$ cat config.mk
export PLATFORM = sky130hd
export DESIGN_NAME = mux_rr_arbiter
export DESIGN_NICKNAME = d
export VERILOG_FILES = /design/src/rtl/mux_rr_arbiter.sv
export SDC_FILE = /design/constraint.sdc
export NUM_CORES = 1
export LEC_CHECK = 0
export ABC_AREA = 1
export BUFFER_PORTS_ARGS = -buffer_cell sky130_fd_sc_hd__buf_2
export CAP_MARGIN = 15
export CORE_MARGIN = 2
export CORE_UTILIZATION = 35
export CTS_CLUSTER_DIAMETER = 120
export CTS_CLUSTER_SIZE = 10
export DETAILED_ROUTE_END_ITERATION = 16
export PLACE_DENSITY_LB_ADDON = 0.1
export REMOVE_ABC_BUFFERS = 1
export SYNTH_ARGS = -nofsm -noshare
export SYNTH_HDL_FRONTEND = slang
export SYNTH_SLANG_ARGS = --single-unit
$ cat constraint.sdc
create_clock -name clk -period 2.58 [get_ports clk]
set_clock_uncertainty 0.2 [all_clocks]
set_input_delay 0.516 -clock clk [delete_from_list [all_inputs] [get_ports clk]]
set_output_delay 0.516 -clock clk [all_outputs]
set_load 0.03 [all_outputs]
$ cat src/rtl/mux_rr_arbiter.sv
// Round-robin arbiter that owns the select of a shared N-to-1 mux.
// Each grant lasts until the owner drops req, pulses release, or reaches MAX_HOLD cycles.
module mux_rr_arbiter #(
  parameter int unsigned N        = 4,
  parameter int unsigned SELW     = 2,
  parameter int unsigned MAX_HOLD = 8
) (
  input  logic            clk,
  input  logic            rst,
  input  logic [N-1:0]    req,
  // "release" is a reserved word, so the owner's give-up pulse carries this name
  input  logic            release_pulse,
  output logic [N-1:0]    grant,
  output logic [SELW-1:0] sel,
  output logic            busy
);

  localparam int unsigned HCW = 8;

  typedef enum logic {
    IDLE,
    OWNED
  } state_t;

  state_t          state;
  logic [SELW-1:0] ptr;
  logic [HCW-1:0]  hcnt;

  logic [SELW-1:0] owner_next_c;
  logic [SELW-1:0] base_c;
  logic [N-1:0]    rot_c;
  logic [SELW-1:0] off_c;
  logic [SELW:0]   sum_c;
  logic [SELW-1:0] pick_c;
  logic [N-1:0]    onehot_c;
  logic            found_c;
  logic            end_c;

  // Search from the pointer (or from owner+1 at grant end) for the first requester
  always_comb begin
    owner_next_c = (sel == SELW'(N - 1)) ? '0 : sel + SELW'(1);
    base_c       = (state == OWNED) ? owner_next_c : ptr;
    rot_c        = N'({req, req} >> base_c);
    found_c      = 1'b0;
    off_c        = '0;
    for (int i = 0; i < N; i++) begin
      if (!found_c) begin
        if (rot_c[0]) found_c = 1'b1;
        else          off_c   = off_c + SELW'(1);
      end
      rot_c = rot_c >> 1;
    end
    sum_c = {1'b0, base_c} + {1'b0, off_c};
    if (sum_c >= (SELW + 1)'(N)) sum_c = sum_c - (SELW + 1)'(N);
    pick_c   = sum_c[SELW-1:0];
    onehot_c = {{(N - 1){1'b0}}, 1'b1} << pick_c;
    end_c    = ((req & grant) == '0) || release_pulse || (hcnt == HCW'(MAX_HOLD));
  end

  // Ownership FSM with registered mux controls
  always_ff @(posedge clk) begin
    if (rst) begin
      state <= IDLE;
      grant <= '0;
      sel   <= '0;
      busy  <= 1'b0;
      ptr   <= '0;
      hcnt  <= '0;
    end else begin
      case (state)
        IDLE: begin
          if (found_c) begin
            state <= OWNED;
            grant <= onehot_c;
            sel   <= pick_c;
            busy  <= 1'b1;
            hcnt  <= HCW'(1);
          end
        end
        OWNED: begin
          if (end_c) begin
            ptr <= owner_next_c;
            if (found_c) begin
              grant <= onehot_c;
              sel   <= pick_c;
              hcnt  <= HCW'(1);
            end else begin
              state <= IDLE;
              grant <= '0;
              busy  <= 1'b0;
            end
          end else begin
            hcnt <= hcnt + HCW'(1);
          end
        end
        default: state <= IDLE;
      endcase
    end
  end

endmodule

==> out/metrics.cfg, run 1 <==
[outcome]
status = completed

[pwr]
ir_drop_uv = 321
power.density_nw_per_um2 = 912
power_uw = 1210
leakage_uw = 0.000621

[timing]
rsz0062_at_grt = no
setup_viol = 0
setup_tns_ns = 0
relSlewSlack_pct = 73.8
period_needed_ns = 2.11
fmax_ghz = 0.474
period_share_pct = 81.7
hold_viol = 0
whs_ns = 0.286
finalMaxSlewViolations = 0
worstMarginPinSlew_ns = 0.392

[clock_network]
cts-hold-fix-buffers = 0
cts_buffer_depth = 2
cts-root-buf = clkbuf_4
clk_pin_slew_ns = 0.11
cts_tree = built
clk_latency_ns = 0.29
cts_sinks = 18
numCtsBuffers = 3
cts_setup_buffers = 0
post_cts_resized = 0
cts_max_level = 1

[route]
num_vias = 1152
dr.first_iter.drc_count = 73
avgRoutedWirePerCell_um = 11.7
wl_mm = 2.79
vias_per_cell = 4.82
route.antenna.remaining_nets = 0
drc_errors = 0
dr.pass1.iters = 4

[floorplanning]
die_y_um = 61.9
dieArea_um2 = 3840
core_um2 = 3280
ios = 14
initial_utilization_pct = 35.8
rows = 21
dieWidth_um = 61.9

[grt]
grt_max_degree = 14
antenna_found_initial = 0
grt_use_total_pct = 16.5
grt_overflow = 0
grt_pass1_vias = 1083
grt_pass1_wl_mm = 4.70

[logic_synthesis]
synthCells = 177
synth_seq_area_share_pct = 30.7
synth-seq-cells = 18
syn-cell-area_um2 = 1170
ys_types = 26
synth-warning-count = 0
avgSynthCellArea_um2 = 6.64

[setup_path]
cp_slowest_cell = dfxtp_1
arrival_ns = 2.10
crit_path_end_kind = register
path_class = register to register
worstSetupStartpointType = register
cp_top_family = simple AND/OR/NAND/NOR gates
cpMostUsedCell = nand2_1
crit_path_cell_trace = ha_1 > inv_1 > nand2_1 > o21ai_1 > nand3_1 > nand3_2 > inv_2 > nand3_1 > inv_1 > nand2_1 > nand2_1 > nand2_1 > a21oi_2
slowest_delay_ns = 0.36
crit_required_ns = 2.57
crit_fanout = 4
crit_buf_inv = 3

[place]
portBuffers = 13
hpwl_mm = 2.24
gp_congestion = 0.866

[layout]
final_nets = 204
diodes = 0
utilization_pct = 40.4
drive_gt1_share_pct = 20.7
synthToLayoutAreaGrowth_pct = 12.9

[min_path]
hp-class = register to register

[flow_run]
cap_violations = 0

==> worst register-to-register path: stages, from the launching register on <==
cell and delay, ns:
dfxtp_1 0.36, ha_1 0.32, inv_1 0.12, nand2_1 0.06
o21ai_1 0.20, nand3_1 0.14, nand3_2 0.12, inv_2 0.05
nand3_1 0.12, inv_1 0.07, nand2_1 0.06, nand2_1 0.06
nand2_1 0.07, a21oi_2 0.05
==> cell usage in the layout, fill, tap and decap left out, types with 4 or more instances in the layout <==
master	n
a21oi_1	13
nand2_2	9
buf_2	13
nand3_1	26
o21ai_0	7
nand4_1	4
nor2_1	11
nand2_1	39
dfxtp_1	18
nand3_2	4
inv_1	24
==> kinds of logic after synthesis <==
logic type	share of synthesized area, %
DFF	30.7
xor gates and xnor gates	0.746
AOI/OAI and AO/OA	13.5
buffers and inverters	10.0
and+or+nand+nor	41.9
adders and majority gates	3.20
==> cells in the mapped netlist <==
library cell	instances	area [um^2]
o21ai_1	2	10.0
buf_6	1	11.3
a21oi_2	2	17.5
nand3_1	26	130
nor3_1	1	5.00
ha_1	3	37.5
nor2_1	11	41.3
nand2_4	2	22.5
nor2_2	2	12.5
nor4_1	1	6.26
a21oi_1	13	65.1
nand2_2	9	56.3
inv_2	1	3.75
and2_1	1	6.26
a41oi_1	1	8.76
inv_6	1	8.76
o21ai_4	1	16.3
xnor2_1	1	8.76
a31oi_1	1	6.26
dfxtp_1	18	360
nand3_2	4	40.0
inv_1	24	90.1
clkbuf_1	1	3.75
o21ai_0	7	35.0
nand4_1	4	25.0
nand2_1	39	146
==> through the flow <==
step / instances / worst slack, ns / instance area (um^2)
CTS: 239 / 0.478 / 1330
global route: 239 / 0.286 / 1330
global placement: 235 / 0.320 / 1290
floorplan: 175 / 0.478 / 1160
finish: 239 / 0.472 / 1330
detailed placement: 235 / 0.344 / 1290
==> final cells by class <==
cell class / count / area, um^2
Timing Repair Buffer: 14 / 72.6
Clock buffer: 4 / 36.3
Fill cell: 366 / 1960
Sequential cell: 18 / 360
Tap cell: 46 / 57.6
Multi-Input combinational cell: 131 / 697
Inverter: 26 / 103
==> sequential cells by signal, summed over array words and instances (netlist names) <==
signal and flops:
hcnt 8, grant 4, ptr 2, sel 2, busy 1, state 1
==> path summary, 6_finish.rpt <==
kind | slack, ns | from | depth (start not counted) | to
setup / recovery | 0.47 | sel[0] | 13 | grant[0]
hold / removal | 0.29 | busy | 2 | busy
setup reg to reg | 0.47 | sel[0] | 13 | grant[0]
hold reg to reg | 0.29 | busy | 2 | busy
==> routing by layer <==
metal  track usage, %  share of wire [%]
met5                0                  0
met4             6.38               0.72
met3             1.86                1.5
met2             30.1                 51
met1             19.7                 47
==> power breakdown <==
part           leakage, uW  internal, uW  switching (uW)
combinational     0.000453           213             442
clock            0.0000210          85.9            88.1
sequential        0.000148           334            46.1
(Power assumes the default switching activity.)
==> inputs of run 2 (changes only) <==
- ABC_AREA: 1 -> 0
- clock period: 2.58 -> 2.2 ns (I/O delays scaled with it)
==> run 2 against run 1 <==
Effect of this change:
- the run now ends with design-rule violations left
- cell area decreased by 6.7%
- combinational power decreased by 53%
- fmax increased by 0.34%
- critical path depth decreased by 7
- worst setup slack got worse by 0.37 ns
- total power decreased by 26%
- first-iteration DRC count decreased by 34%
- sequential power about the same
- non-clock buffer count increased by 6
- clock power increased by 21%
- cell count decreased by 29%
- highest routed layer is now met3
==> out/metrics.cfg, run 2 <==
[outcome]
status = finished with violations
violations = design-rule violations

[route]
num_vias = 978
dr.first_iter.drc_count = 48
dr.pass1.iters = 10
wl_mm = 2.57
drc_errors = 1
route.antenna.remaining_nets = 0
vias_per_cell = 5.75
avgRoutedWirePerCell_um = 15.1

[logic_synthesis]
synth_seq_area_share_pct = 34.2
async_reset_ff_share_pct = 0
netlist_top_cells_area = dfxtp_1 34%, nor2_1 4.3%, ha_1 3.6%
synth_top_area_share_pct = 34.2
synth_ff_type = dfxtp_1
syn-cell-area_um2 = 1050
synthCells = 122
synth-warning-count = 0
avgSynthCellArea_um2 = 8.64
synth-seq-cells = 18
synth_edf_count = 0
synth.most_common_cell = dfxtp_1
synth_largest_area_cell = dfxtp_1
ys_types = 44
synth.top_cells.by_count = 18 x dfxtp_1, 12 x nor2_1, 8 x nand2_1, 7 x a21oi_1

[grt]
antenna_found_initial = 0
grt_overflow = 0
grt_pass1_vias = 887
grt_use_total_pct = 15.7
grt_max_degree = 20
grt_pass1_wl_mm = 4.22

[setup_path]
worstSetupStartpointType = register
reg2reg_slack_ns = 0.1
arrival_ns = 2.09
crit_fanout = 5
cp_slowest_cell = dfxtp_1
r2r-end = grant[1]
crit_required_ns = 2.19
slowest_delay_ns = 0.36
path_class = register to register
r2r-start = sel[0]
crit_path_end_kind = register
crit_path_cell_trace = ha_1 > mux2i_2 > nor2_1 > a2111oi_2 > a211oi_1 > o32ai_1
rr_worst_depth = 6

[timing]
setup_viol = 0
period_needed_ns = 2.10
setup_tns_ns = 0
worstMarginPinSlew_ns = 0.477
fmax_ghz = 0.476
hold_viol = 0
period_share_pct = 95.5
finalMaxSlewViolations = 0
relSlewSlack_pct = 68.0
rsz0062_at_grt = no

[min_path]
hold_start = busy
whs_endpoint = busy
min_path_cells = 2
hp-class = register to register

[pwr]
leakage_uw = 0.000494
ir_drop_uv = 260
power.density_nw_per_um2 = 721
power_uw = 893

[floorplanning]
initial_utilization_pct = 37.6
dieArea_um2 = 3470
dieWidth_um = 58.9
die_y_um = 58.9
ios = 14
rows = 19
core_um2 = 2810

[flow_run]
cap_violations = 0

[clock_network]
cts_tree = built
cts_max_level = 1
clk_latency_ns = 0.30
cts_sinks = 18
numCtsBuffers = 3
clk_pin_slew_ns = 0.12
cts-hold-fix-buffers = 0
cts-root-buf = clkbuf_4
cts_buffer_depth = 2

[layout]
finalNonFillerCells = 170
top_register = hcnt
reg_top3 = hcnt: 8 flops, grant: 4 flops
diodes = 0
layout_commonest_cell = dfxtp_1
synthToLayoutAreaGrowth_pct = 17.5
fin_area_um2 = 1240
drive_gt1_share_pct = 25.2
largest_reg_flops = 8
mostFrequentLayoutCells = 18 x dfxtp_1, 13 x buf_2, 12 x nor2_1
final_nets = 150

[place]
gp_congestion = 0.859
dpl-instance-area_um2 = 1160
hpwl_mm = 1.88
dp_cells = 165
portBuffers = 13

[run 2: changes by cell type in the layout (fill, tap and decap cells not counted), moves of 3 or more]
cell | previous run | this run
nand4_1 | 4 | 1
nand2_1 | 39 | 8
nand3_1 | 26 | 3
and3_1 | 0 | 3
inv_1 | 24 | 6
buf_4 | 1 | 7
nand2_2 | 9 | 0
nand2b_1 | 0 | 6
a22oi_1 | 0 | 3
nand3_2 | 4 | 0
o21ai_0 | 7 | 4
a21oi_1 | 13 | 7
[run 2: metrics by stage]
| step | setup slack, ns | hold slack [ns] | util [%] |
|---|---|---|---|
| after CTS | 0.0147 | 0.298 | 43.0 |
| final | 0.0990 | 0.296 | 44.1 |
| after floorplan | 0.0130 | 0.243 | - |
| after global routing | 0.00395 | 0.321 | 44.1 |
| after global placement | 0.149 | 0.262 | 41.5 |
| after detailed placement | 0.0256 | 0.275 | 41.5 |
[run 2: kinds of logic (layout without fill, tap and decap cells)]
logic type / after synthesis / in the layout / synth area share, %
AO/OA/AOI/OAI: 36 / 36 / 26.6
buffers and inverters: 13 / 30 / 5.82
multiplexers: 5 / 5 / 4.99
XOR/XNOR: 1 / 1 / 0.832
AND/OR/NAND/NOR: 46 / 46 / 24.0
adder cells (fa/ha/maj): 3 / 3 / 3.56
flip-flops: 18 / 18 / 34.2
[run 2: final cells by class]
class                           instances  area, um^2
Sequential cell                        18         360
Clock buffer                            4        36.3
Fill cell                             304        1570
Timing Repair Buffer                   20         118
Inverter                                6        22.5
Multi-Input combinational cell         91         662
Tap cell                               31        38.8
[run 2: worst max path at each step]
stage / slack (ns) / startpoint / to
floorplan: 0.01 / sel[0] / grant[1]
global placement: 0.15 / hcnt[1] / grant[3]
detailed placement: 0.03 / sel[0] / grant[1]
CTS: 0.01 / sel[0] / grant[1]
global route: 0.004 / hcnt[1] / hcnt[6]
finish: 0.1 / sel[0] / grant[1]
[run 2: per-layer routing]
metal	GRT usage, %	vias to the layer above	routed length (um)	share of wire (%)
li1	-	497	-	-
met1	22.8	470	1330	52
met2	23.5	11	1170	46
met3	1.98	0	66	2.6
met4	5.84	0	0	0
met5	0	-	0	0
[run 2: critical path: cells and delay by family, from the launching register on]
family	cells	cell delay [ns]
flip-flops	1	0.36
multiplexers	1	0.23
AO/OA/AOI/OAI	3	0.79
adder cells (fa/ha/maj)	1	0.34
AND/OR/NAND/NOR	1	0.08
[run 2: report_power, final]
group          leakage (uW)  total [uW]  internal (uW)  switching [uW]
registers          0.000147         378            355            23.3
clock network     0.0000210         210            101             110
logic              0.000325         305            123             182
[run 2: repair_timing]
action,in CTS,in global routing
gates resized for setup,2,5
pin swaps,0,2
hold endpoints to repair,0,0
setup endpoints to repair,1,7
buffers inserted,0,1
==> inputs of run 3 (changes only) <==
--- a/config.mk
+++ b/config.mk
@@ -15,3 +15,3 @@
 export DETAILED_ROUTE_END_ITERATION = 16
-export PLACE_DENSITY_LB_ADDON = 0.1
+export PLACE_DENSITY = 0.58
 export REMOVE_ABC_BUFFERS = 1
--- a/constraint.sdc
+++ b/constraint.sdc
@@ -4,2 +4,2 @@
 set_output_delay 0.44 -clock clk [all_outputs]
-set_load 0.03 [all_outputs]
+set_load 0.02 [all_outputs]
==> run 3 against run 2 <==
Effect of this change:
- largest cell class unchanged
- die area is the same
- critical path depth rose by 1
- core utilization decreased by 0.54 points
- worst setup slack better by 0.023 ns
- total power decreased by 3.2%
- highest routed layer is now met4
- clock power rose by 2%
- cell count is 0.59% higher
- wire length decreased by 8.8%
- the run still ends with design-rule violations left
- register-to-register slack improved by 0.02 ns
==> out/metrics.cfg, run 3 (same netlist as run 2, synthesis figures left out) <==
[clock_network]
clk_pin_slew_ns = 0.11
cts_sinks = 18
numCtsBuffers = 3
cts-root-buf = clkbuf_4
cts_max_level = 1
cts_tree = built
cts_buffer_depth = 2
clk_latency_ns = 0.30

[pwr]
ir_drop_uv = 413
power.switching_uw = 288
p_comb_share_pct = 31.8
clockPowerShare_pct = 24.7
seq_power_share_pct = 43.5
internal_power_uw = 575
switching_share_pct = 33.4
power.density_nw_per_um2 = 707
leakage_uw = 0.000497

[setup_path]
reg2reg_slack_ns = 0.12
r2r-end = hcnt[6]
endpoint = hcnt[6]
rr_worst_depth = 7
worstSetupStartpoint = hcnt[0]
crit_path_cell_trace = inv_1 > ha_1 > and3b_1 > a221oi_2 > and2_4 > a41oi_1 > a311oi_2
crit_path_end_kind = register
crit_fanout = 14
arrival_ns = 2.10
path_class = register to register
r2r-start = hcnt[0]
worstSetupStartpointType = register
crit_required_ns = 2.22
slowest_delay_ns = 0.41
cp_slowest_cell = dfxtp_1

[layout]
reg_top3 = hcnt: 8 flops, grant: 4 flops
diodes = 0
largest_reg_flops = 8
final_nets = 151
utilization_pct = 43.6
fillers = 284
layout_commonest_cell = dfxtp_1
top_register = hcnt
drive_gt1_share_pct = 24.3
synthToLayoutAreaGrowth_pct = 16.0
mostFrequentLayoutCells = 18 x dfxtp_1, 13 x buf_2, 12 x nor2_1

[flow_run]
cap_violations = 0

[min_path]
hold_start = grant[1]
hp-class = register to register

[timing]
setup_tns_ns = 0
setup_viol = 0
worstMarginPinSlew_ns = 0.343
period_needed_ns = 2.08
whs_ns = 0.282
relSlewSlack_pct = 76.9
hold_viol = 0
fmax_ghz = 0.481
period_share_pct = 94.5
rsz0062_at_grt = no
finalMaxSlewViolations = 0

[route]
route.antenna.remaining_nets = 0
num_vias = 964
avgRoutedWirePerCell_um = 13.7
vias_per_cell = 5.64
dr.first_iter.drc_count = 26
wl_mm = 2.35
drc_errors = 1
dr.pass1.iters = 10

[outcome]
status = finished with violations
violations = design-rule violations

[grt]
grt_pass1_wl_mm = 3.91
antenna_found_initial = 0
grt_max_degree = 20
grt_use_total_pct = 14.7
grt_overflow = 0
grt_pass1_vias = 847

[place]
portBuffers = 13
gp_congestion = 0.780
hpwl_mm = 1.75

[floorplanning]
dieWidth_um = 58.9
die_y_um = 58.9
initial_utilization_pct = 37.6
core_um2 = 2810
rows = 19
dieArea_um2 = 3470
ios = 14

run 3: power groups by stage:
stage          sequential (uW)  combinational, uW  clock, uW
2_1_floorplan              407                145          0
3_3_place_gp               383                266          0
3_5_place_dp               384                268          0
4_1_cts                    377                270        219
5_1_grt                    382                299        240
6_report                   375                275        214
run 3: repair_timing:
action,in CTS,in global routing
buffers inserted,0,0
endpoints found under the hold margin,0,0
endpoints found under the setup margin,0,4
hold buffers,0,0
gates resized for setup,0,3
run 3: cell type report:
cell class              count  area [um^2]  share of cell area, %
repair buffers             21          125                   10.2
well taps                  31         38.8                   3.17
inverters                   6         22.5                   1.84
multi-input cells          91          639                   52.3
clock buffers               4         36.3                   2.97
flip-flops and latches     18          360                   29.5
run 3: worst min-delay path by stage:
| stage | endpoint | slack (ns) | cells past startpoint |
|---|---|---|---|
| 2_1_floorplan | hcnt[7] | 0.24 | 1 |
| 3_3_place_gp | busy | 0.27 | 2 |
| 3_5_place_dp | grant[1] | 0.27 | 2 |
| 4_1_cts | grant[1] | 0.29 | 2 |
| 5_1_grt | ptr[0] | 0.29 | 2 |
| 6_report | grant[1] | 0.28 | 2 |
run 3: worst max-delay path: cells and delay by family (launching register included):
kind,cells,cell delay (ns)
fa+ha+maj,1,0.19
buf+inv,1,0.06
flops,1,0.41
simple gates,2,0.44
compound gates,3,0.70
run 3: through the flow:
step / total power [uW] / worst slack [ns] / cell area, um^2 / std cells
3_5_place_dp: 652 / 0.0990 / 1180 / 167
4_1_cts: 865 / 0.0612 / 1210 / 171
6_report: 864 / 0.122 / 1220 / 171
2_1_floorplan: 551 / 0.0923 / 1010 / 115
5_1_grt: 922 / 0.0228 / 1220 / 171
3_3_place_gp: 649 / 0.153 / 1180 / 167
run 3: per-layer routing:
metal  global-route usage (%)  wire, um
met1                     21.3      1160
met2                     21.9      1060
met3                     2.86       110
met4                     4.87        21
met5                        0         0
